===== src/rtl/dbg_wire_pkg.sv =====
// Shared constants and helpers for the virtual-wire debug probe endpoint.
// Instruction encodings, ASCII tag packing and width arithmetic.
package dbg_wire_pkg;

   localparam logic [1:0] IR_READ_ID      = 2'b00;
   localparam logic [1:0] IR_READ_PROBE   = 2'b01;
   localparam logic [1:0] IR_WRITE_SOURCE = 2'b10;
   localparam logic [1:0] IR_BYPASS       = 2'b11;

   // First character lands in the most significant byte.
   function automatic logic [31:0] pack_id(input logic [7:0] c0, input logic [7:0] c1,
                                           input logic [7:0] c2, input logic [7:0] c3);
      return {c0, c1, c2, c3};
   endfunction

   function automatic int max_w(input int a, input int b);
      return (a > b) ? a : b;
   endfunction

endpackage


===== src/rtl/dbg_dr_chain.sv =====
// Capture/shift data register with a run-time selectable active length.
// Bits at or above the active length hold their value while shifting.
module dbg_dr_chain #(
   parameter int N     = 32,
   parameter int OUT_W = 1,
   parameter int LW    = $clog2(N + 1)
) (
   input  logic             clk,
   input  logic             rst_n,
   input  logic             capture,
   input  logic             shift,
   input  logic [N-1:0]     cap_val,
   input  logic [LW-1:0]    len,
   input  logic             tdi,
   output logic [OUT_W-1:0] dout
);

   logic [N-1:0]  sr;
   logic [N-1:0]  sr_shift;
   logic [N:0]    sr_ext;
   logic [LW-1:0] len_m1;

   assign len_m1 = len - LW'(1);

   always_comb begin
      sr_ext   = {1'b0, sr};
      sr_shift = sr;
      for (int i = 0; i < N; i++) begin
         if (LW'(i) == len_m1)
            sr_shift[i] = tdi;
         else if (LW'(i) < len_m1)
            sr_shift[i] = sr_ext[i+1];
      end
   end

   always_ff @(posedge clk or negedge rst_n) begin
      if (!rst_n)
         sr <= '0;
      else if (capture)
         sr <= cap_val;
      else if (shift)
         sr <= sr_shift;
   end

   assign dout = sr[OUT_W-1:0];

endmodule


===== src/rtl/debug_probe_wire.sv =====
// Debug probe/source endpoint: scan-readable probe bus and instance tag,
// scan-writable source bus, all in the single fast clock domain.
module debug_probe_wire
   import dbg_wire_pkg::*;
#(
   parameter int          PROBE_WIDTH = 32,
   parameter int          WIDTH       = 0,
   parameter logic [31:0] INSTANCE_ID = pack_id("N", "O", "N", "E")
) (
   input  logic                       clk,
   input  logic                       rst_n,
   input  logic [PROBE_WIDTH-1:0]     probe,
   output logic [max_w(WIDTH,1)-1:0]  source,
   input  logic                       sel,
   input  logic [1:0]                 ir_in,
   input  logic                       capture_dr,
   input  logic                       shift_dr,
   input  logic                       update_dr,
   input  logic                       tdi,
   output logic                       tdo
);

   localparam int SW      = max_w(WIDTH, 1);
   localparam int N       = max_w(max_w(PROBE_WIDTH, WIDTH), 32);
   localparam int LW      = $clog2(N + 1);
   localparam bit HAS_SRC = (WIDTH > 0);

   logic [PROBE_WIDTH-1:0] probe_q;
   logic [1:0]             ir_q;
   logic [N-1:0]           cap_val;
   logic [LW-1:0]          len;
   logic [SW-1:0]          dout;
   logic                   cap, sh, upd;

   // Capture outranks shift, which outranks update.
   assign cap = sel & capture_dr;
   assign sh  = sel & shift_dr & ~capture_dr;
   assign upd = sel & update_dr & ~capture_dr & ~shift_dr;

   always_comb begin
      len = LW'(1);
      case (ir_q)
         IR_READ_ID:      len = LW'(32);
         IR_READ_PROBE:   len = LW'(PROBE_WIDTH);
         IR_WRITE_SOURCE: len = LW'(SW);
         default:         len = LW'(1);
      endcase
   end

   always_comb begin
      cap_val = '0;
      case (ir_in)
         IR_READ_ID:      cap_val = N'(INSTANCE_ID);
         IR_READ_PROBE:   cap_val = N'(probe_q);
         IR_WRITE_SOURCE: cap_val = N'(source);
         default:         cap_val = '0;
      endcase
   end

   always_ff @(posedge clk or negedge rst_n) begin
      if (!rst_n) begin
         probe_q <= '0;
         ir_q    <= IR_READ_ID;
      end else begin
         probe_q <= probe;
         if (cap)
            ir_q <= ir_in;
      end
   end

   // With no source bus this register never leaves its reset value.
   always_ff @(posedge clk or negedge rst_n) begin
      if (!rst_n)
         source <= '0;
      else if (HAS_SRC && upd && (ir_q == IR_WRITE_SOURCE))
         source <= dout;
   end

   dbg_dr_chain #(.N(N), .OUT_W(SW), .LW(LW)) u_chain (
      .clk     (clk),
      .rst_n   (rst_n),
      .capture (cap),
      .shift   (sh),
      .cap_val (cap_val),
      .len     (len),
      .tdi     (tdi),
      .dout    (dout)
   );

   assign tdo = sel & dout[0];

endmodule


===== config.mk =====
export PLATFORM = sky130hd
export DESIGN_NAME = debug_probe_wire
export DESIGN_NICKNAME = d
export VERILOG_FILES = /design/src/rtl/dbg_wire_pkg.sv /design/src/rtl/dbg_dr_chain.sv /design/src/rtl/debug_probe_wire.sv
export SDC_FILE = /design/constraint.sdc
export NUM_CORES = 1
export LEC_CHECK = 0
export ABC_AREA = 1
export BUFFER_PORTS_ARGS = -buffer_cell sky130_fd_sc_hd__buf_4
export CAP_MARGIN = 40
export CORE_MARGIN = 2
export CORE_UTILIZATION = 45
export CTS_BUF_LIST = sky130_fd_sc_hd__clkbuf_8
export CTS_CLUSTER_SIZE = 12
export DETAILED_ROUTE_END_ITERATION = 10
export GPL_ROUTABILITY_DRIVEN = 0
export PLACE_DENSITY = 0.7
export SLEW_MARGIN = 20
export SYNTH_ARGS = -nofsm -noshare
export SYNTH_HDL_FRONTEND = slang
export SYNTH_SLANG_ARGS = --single-unit

===== constraint.sdc =====
create_clock -name clk -period 1.3 [get_ports clk]
set_input_delay 0.26 -clock clk [delete_from_list [all_inputs] [get_ports clk]]
set_output_delay 0.26 -clock clk [all_outputs]
set_load 0.005 [all_outputs]

==> metrics.md, run 1 <==
| Metric | Value |
|---|---|
| Outcome | `finished, final reports clean` |
| Master cell of the clock root buffer | `sky130_fd_sc_hd__clkbuf_8` |
| CP max stage delay | `around 0.38 ns` |
| Power per standard cell area | `1526 mW/mm²` |
| Share of synthesized area occupied by flip-flops and latches | `a little under 60%` |
| Fmax | `835.1 MHz` |
| Mean Syn Cell Area | `8.109 µm²` |
| Kind of start point of the critical path | `flip-flop` |
| Total congestion overflow | `0` |
| Area share of the largest cell type after synthesis | `58.82%` |
| Total wire length after detailed routing | `between 5 and 6 mm` |
| Post-CTS setup buffer count | `0` |
| Most common cell after layout, fill and taps aside | `sky130_fd_sc_hd__nand2_1` |
| Effective utilization at floorplan | `between 40% and 50%` |
| HPWL after detailed placement | `3.514 mm` |
| Site row count | `28` |
| Instance area after placement | `0.003187 mm²` |
| Final critical-path share of the clock period | `around 92%` |
| I/O Buffers | `40` |
| Total count of hold-check failures in the final report | `0` |
| Number of antenna cells inserted | `0` |
| Core occupancy in the finished layout | `approximately 57%` |
| Via Count | `between 2,000 and 2,500` |
| Number of hold buffers added after CTS | `1` |
| Maximum vdd ir drop | `between 0.0009 and 0.001 V` |
| Global-route wire length before repair | `roughly 9.3 mm` |
| Io pins | `between 40 and 50` |
| Maximum number of pins on one net before global-route repair | `47` |
| Final worst setup slack | `0.1025 ns` |
| Element type at the critical path end | `primary output` |
| Cts bufs inserted | `9` |
| Number of global-route vias before repair | `2,050` |
| Flip-flop and latch count after synthesis | `65` |
| Per-cell via count in the routed design | `roughly 4.8` |
| Fraction of layout instances using a drive strength above 1 | `17.44%` |
| Arrival time reported for the critical path endpoint | `~0.94 ns` |
| Worst-case clock buffer depth | `2` |
| Worst skew pair latency | `0.34 ns` |
| Area Growth Syn to Fin | `22.99%` |
| Worst setup path class | `flip-flop to primary output` |
| Max_cap viols | `0` |
| Floorplan die area | `about 0.0068 mm²` |
| Crit path time final | `~1.2 ns` |
| Summed area of non-filler cells in the final layout | `around 0.0034 mm²` |
| Number of synthesis warnings | `1` |
| Cells after synthesis | `roughly 340` |
| Top cell family by delay on the critical path | `flip-flops` |
| Maximum level of the CTS H-tree | `3` |
| Class of the worst hold path | `primary input to flip-flop` |
| Vertical die dimension | `between 80 and 90 µm` |
| Number of distinct standard cells referenced by the synthesized netlist | `15` |
| Die outline width | `between 80 and 90 µm` |
| Remaining antenna violation count | `0` |
| CP Data Required Time | `1.04 ns` |
| CP max-delay cell | `sky130_fd_sc_hd__dfrtp_1` |
| Static Leakage | `about 0.0018 µW` |
| Clock slew at reported path FFs | `0.07 ns` |
| Final Skew | `0.008530 ns` |
| TritonCTS clock tree | `yes` |
| CP Cell Sequence | `nand2_1 > inv_1 > buf_4` |
| Register cell area after layout | `around 0.0016 mm²` |
| Place WS | `0.01013 ns` |
| GRT Total Usage | `between 10% and 20%` |
| Number of inserted filler cells in the final layout | `544` |
| Worst-path fanout max | `2` |
| Number of antenna violations at the first check in global routing | `0` |
| Endpoints failing setup | `0` |
| Commonest cells after routing, fill and taps aside | `133 x sky130_fd_sc_hd__nand2_1, 65 x sky130_fd_sc_hd__dfrtp_1, 61 x sky130_fd_sc_hd__nor2_1, 45 x sky130_fd_sc_hd__buf_4, 34 x sky130_fd_sc_hd__nand3_1` |
| Largest cells by area after synthesis | `sky130_fd_sc_hd__dfrtp_1 59%, sky130_fd_sc_hd__nand2_1 18%, sky130_fd_sc_hd__nor2_1 8.3%` |
| Post-cts gate resize count | `0` |
| Synthesized net count | `roughly 380` |
| Count of clock tree sinks | `65` |
| Net count of the finished layout | `between 400 and 500` |
| Cell area after synthesis | `0.002765 mm²` |
| Multi-input gate area in the final layout | `approximately 960 µm²` |
| Worst Hold Margin | `0.02271 ns` |
| First-pass detailed-route iteration total | `4` |
| RSZ-0062 raised after global routing | `false` |
| Post-route DRC | `0` |
| Number of pins exceeding their max-slew limit in the final report | `0` |
| Placeable core area | `between 0.005 and 0.006 mm²` |
| Average wire per standard cell | `about 12 µm` |
| Cell type with the largest total area after synthesis | `sky130_fd_sc_hd__dfrtp_1` |
| Number of buffer and inverter stages on the critical path | `2` |
| Violation count after the first detailed-routing iteration | `roughly 150` |
| TNS Setup | `0 ns` |
==> layer usage <==
layer / global-route usage, % / vias up / wire [µm]
met1: 23.63 / 1047 / 2446
li1: - / 1112 / -
met2: 29.44 / 58 / 2603
met4: 9.667 / 0 / 111
met3: 5.326 / 9 / 321
met5: 0 / - / 0
==> stage by stage <==
stage,power (µW),instances
after CTS,5248,465
after global placement,3412,448
after floorplan,3117,341
after detailed placement,3450,448
final,5190,465
after global routing,5507,465
==> Yosys cell counts <==
| library cell | n |
|---|---|
| sky130_fd_sc_hd__nand3_1 | 34 |
| sky130_fd_sc_hd__clkbuf_1 | 5 |
| sky130_fd_sc_hd__o21ai_0 | 1 |
| sky130_fd_sc_hd__dfrtp_1 | 65 |
| sky130_fd_sc_hd__inv_2 | 2 |
| sky130_fd_sc_hd__conb_1 | 1 |
| sky130_fd_sc_hd__buf_2 | 6 |
| sky130_fd_sc_hd__nor2_4 | 1 |
| sky130_fd_sc_hd__inv_1 | 22 |
| sky130_fd_sc_hd__nand2_2 | 1 |
| sky130_fd_sc_hd__buf_1 | 1 |
| sky130_fd_sc_hd__nand2_1 | 133 |
| sky130_fd_sc_hd__buf_4 | 5 |
| sky130_fd_sc_hd__nor2_1 | 61 |
| sky130_fd_sc_hd__nand2_4 | 3 |
==> path summary, 6_finish.rpt <==
| kind | start | to | slack (ns) | cells after the start |
|---|---|---|---|---|
| setup reg to reg | ir_q[1]$_DFFE_PN0P_ | u_chain.sr[24]$_DFFE_PN0P_ | 0.18 | 5 |
| hold reg to reg | u_chain.sr[11]$_DFFE_PN0P_ | u_chain.sr[11]$_DFFE_PN0P_ | 0.48 | 2 |
| max in group asynchronous | rst_n | u_chain.sr[2]$_DFFE_PN0P_ | 0.41 | 3 |
| min in group asynchronous | rst_n | probe_q[28]$_DFF_PN0_ | 0.34 | 2 |
| hold / removal | probe[8] | probe_q[8]$_DFF_PN0_ | 0.02 | 1 |
| setup / recovery | u_chain.sr[0]$_DFFE_PN0P_ | tdo | 0.10 | 3 |
==> kinds of logic after synthesis <==
logic type	Yosys count	synth area share [%]
simple gates	233	34.34
flops	65	58.82
buf+inv	41	6.516
compound gates	1	0.1808
other cells	1	0.1356
==> state kept, by name, indices dropped and copies added (netlist names) <==
register	flops
probe_q	32
u_chain.sr	32
ir_q	1
==> area by class of cell <==
type	instances	area share [%]
Multi-Input combinational cell	235	28.18
Sequential cell	65	47.83
Clock inverter	7	2.355
Clock buffer	9	3.642
Tap cell	75	2.759
Inverter	24	2.649
Timing Repair Buffer	50	12.58
==> power by group <==
group | switching [µW] | internal [µW]
Clock | 730 | 1050
Combinational | 494 | 397
Sequential | 167 | 2350
Note: power is estimated with default switching activity, not from simulation.
==> run 2, diff against run 1 <==
--- a/config.mk
+++ b/config.mk
@@ -15,6 +15,7 @@
 export DETAILED_ROUTE_END_ITERATION = 10
 export GPL_ROUTABILITY_DRIVEN = 0
 export PLACE_DENSITY = 0.7
+export SETUP_SLACK_MARGIN = 0.3
 export SLEW_MARGIN = 20
 export SYNTH_ARGS = -nofsm -noshare
 export SYNTH_HDL_FRONTEND = slang
==> run 2 against run 1 <==
Compared with the run above: sequential power barely moved; die area did not move; final area rose by 20%; global-route usage rose by 2.9 points; sequential share of layout area fell by 8.0 points; via count rose by 8.5%; hold slack got worse by 0.013 ns; critical path depth did not move; critical path type unchanged; critical endpoint unchanged; largest power group unchanged.
==> metrics.md, run 2 (same netlist as run 1, synthesis figures left out) <==
| Metric | Value |
|---|---|
| Number of inserted filler cells in the final layout | `426` |
| Worst Hold Margin | `about 0.0092 ns` |
| Net count of the finished layout | `463` |
| Placeable core area | `between 0.005 and 0.006 mm²` |
| Remaining antenna violation count | `0` |
| Global-route wire length before repair | `10.53 mm` |
| Site row count | `28` |
| Number of global-route vias before repair | `between 2,000 and 2,500` |
| Power dissipated by switching net loads | `about 1600 µW` |
| Arrival time reported for the critical path endpoint | `about 0.94 ns` |
| Hold-critical path endpoint | `probe_q[7]$_DFF_PN0_` |
| Launch instance of the worst register-to-register path | `ir_q[1]$_DFFE_PN0P_` |
| Final critical-path share of the clock period | `between 90 and 100%` |
| Count of clock tree sinks | `65` |
| Floorplan die area | `~0.0068 mm²` |
| Total congestion overflow | `0` |
| Most common cell after layout, fill and taps aside | `sky130_fd_sc_hd__nand2_1` |
| Average wire per standard cell | `about 13 µm` |
| Kind of start point of the critical path | `flip-flop` |
| Cts bufs inserted | `9` |
| Hold Path Cell Cnt | `1` |
| Outcome | `finished, final reports clean` |
| Top cell family by delay on the critical path | `flip-flops` |
| Total wire length after detailed routing | `6.635 mm` |
| Maximum vdd ir drop | `between 0.001 and 0.0015 V` |
| Crit path time final | `around 1.2 ns` |
| Worst setup path class | `flip-flop to primary output` |
| Fraction of power spent switching nets | `29.16%` |
| Effective utilization at floorplan | `a little under half` |
| First-pass detailed-route iteration total | `4` |
| Number of buffer and inverter stages on the critical path | `2` |
| Io pins | `between 40 and 50` |
| Worst-path fanout max | `2` |
| Number of antenna cells inserted | `0` |
| Place WS | `-0.03707 ns` |
| Maximum number of pins on one net before global-route repair | `66` |
| Number of pins exceeding their max-slew limit in the final report | `0` |
| Cells on worst reg2reg path | `6` |
| Power per standard cell area | `roughly 1400 mW/mm²` |
| Violation count after the first detailed-routing iteration | `around 140` |
| CP Data Required Time | `~1.0 ns` |
| Worst-case clock buffer depth | `2` |
| Endpoint of the worst register-to-register path | `u_chain.sr[4]$_DFFE_PN0P_` |
| Clock slew at reported path FFs | `approximately 0.06 ns` |
| Via Count | `around 2,400` |
| Commonest cells after routing, fill and taps aside | `112 x sky130_fd_sc_hd__nand2_1, 65 x sky130_fd_sc_hd__dfrtp_1, 47 x sky130_fd_sc_hd__nor2_1, 44 x sky130_fd_sc_hd__buf_4, 27 x sky130_fd_sc_hd__dlygate4sd3_1` |
| Fraction of layout instances using a drive strength above 1 | `30.12%` |
| Post-route DRC | `0` |
| Static Leakage | `slightly above 0.002 µW` |
| Area Growth Syn to Fin | `47.56%` |
| Core occupancy in the finished layout | `68.91%` |
| Slack of the worst reg-to-reg path | `around 0.13 ns` |
| CP max stage delay | `0.38 ns` |
| GRT Total Usage | `21.70%` |
| TritonCTS clock tree | `yes` |
| Final Skew | `roughly 0.009 ns` |
| RSZ-0062 raised after global routing | `true` |
| HPWL after detailed placement | `roughly 3.3 mm` |
| Final worst setup slack | `between 0.09 and 0.1 ns` |
| Share of total power in sequential cells | `~45%` |
| Die outline width | `between 80 and 90 µm` |
| Logic gate share of total power | `a little under a quarter` |
| Internal Power | `roughly 4000 µW` |
| CP max-delay cell | `sky130_fd_sc_hd__dfrtp_1` |
| I/O Buffers | `40` |
| CP Cell Sequence | `nand2_1 > inv_1 > buf_6` |
| Element type at the critical path end | `primary output` |
| Max_cap viols | `0` |
| Worst skew pair latency | `between 0.3 and 0.4 ns` |
| Master cell of the clock root buffer | `sky130_fd_sc_hd__clkbuf_8` |
| Share of total power in the clock network | `between 30% and 40%` |
| Vertical die dimension | `roughly 80 µm` |
| Largest registers ranked by flip-flop count | `probe_q x32, u_chain.sr x32, ir_q x1` |
| Per-cell via count in the routed design | `between 4 and 5` |
| Endpoints failing setup | `0` |
| Origin of the worst min-delay path | `probe[7]` |
| Maximum level of the CTS H-tree | `3` |
| Fmax | `829.9 MHz` |
| Class of the worst hold path | `primary input to flip-flop` |
| Number of antenna violations at the first check in global routing | `0` |
| Total count of hold-check failures in the final report | `0` |
[run 2: worst max path at each step]
stage / startpoint / cells past startpoint / slack [ns] / end
5_1_grt: u_chain.sr[0]$_DFFE_PN0P_ / 3 / 0.06 / tdo
3_5_place_dp: sel / 7 / -0.04 / u_chain.sr[4]$_DFFE_PN0P_
6_report: u_chain.sr[0]$_DFFE_PN0P_ / 3 / 0.1 / tdo
4_1_cts: u_chain.sr[0]$_DFFE_PN0P_ / 3 / 0.09 / tdo
2_1_floorplan: ir_q[1]$_DFFE_PN0P_ / 6 / 0.30 / u_chain.sr[23]$_DFFE_PN0P_
3_3_place_gp: sel / 7 / -0.02 / u_chain.sr[21]$_DFFE_PN0P_
[run 2: what timing repair did]
item                                   4_1_cts  5_1_grt
cloned                                       5        0
resized for setup                           44       40
endpoints found under the hold margin       83        8
buffers inserted                             5        1
setup endpoints to repair                   32       33
pin swaps                                   24       31
hold buffers                                19        8
[run 2: metal layers]
| metal | wire length, µm | share of wire (%) | GRT usage, % |
|---|---|---|---|
| met1 | 2746 | 41 | 27.44 |
| met3 | 360 | 5.4 | 7.174 |
| met5 | 0 | 0 | 0 |
| met4 | 163 | 2.5 | 12.33 |
| met2 | 3364 | 51 | 32.66 |
[run 2: per-stage QoR]
stage,TNS [ns],instances,instance area [µm²],power (µW)
final,0,500,4080,5643
after detailed placement,-0.3585,448,3176,3425
after global placement,-0.2491,448,3176,3395
after CTS,0,491,3831,5469
after global routing,0,500,4080,5942
after floorplan,0,341,2781,3122
[run 2: area by class of cell]
| cell class | instances | area (µm²) | area share (%) |
|---|---|---|---|
| Clock buffer | 12 | 165.2 | 4.048 |
| Inverter | 24 | 105.1 | 2.576 |
| Clock inverter | 2 | 37.54 | 0.9200 |
| Timing Repair inverter | 3 | 43.79 | 1.073 |
| Sequential cell | 65 | 1627 | 39.87 |
| Timing Repair Buffer | 84 | 822.0 | 20.15 |
| Tap cell | 75 | 93.84 | 2.300 |
| Multi-Input combinational cell | 235 | 1186 | 29.07 |
[run 2: power by group through the flow]
stage                     sequential, µW  clock [µW]  combinational (µW)
after floorplan                     2510           0                 610
after global placement              2540           0                 852
after detailed placement            2550           0                 875
after CTS                           2520        1800                1140
after global routing                2570        1880                1480
final                               2550        1760                1340
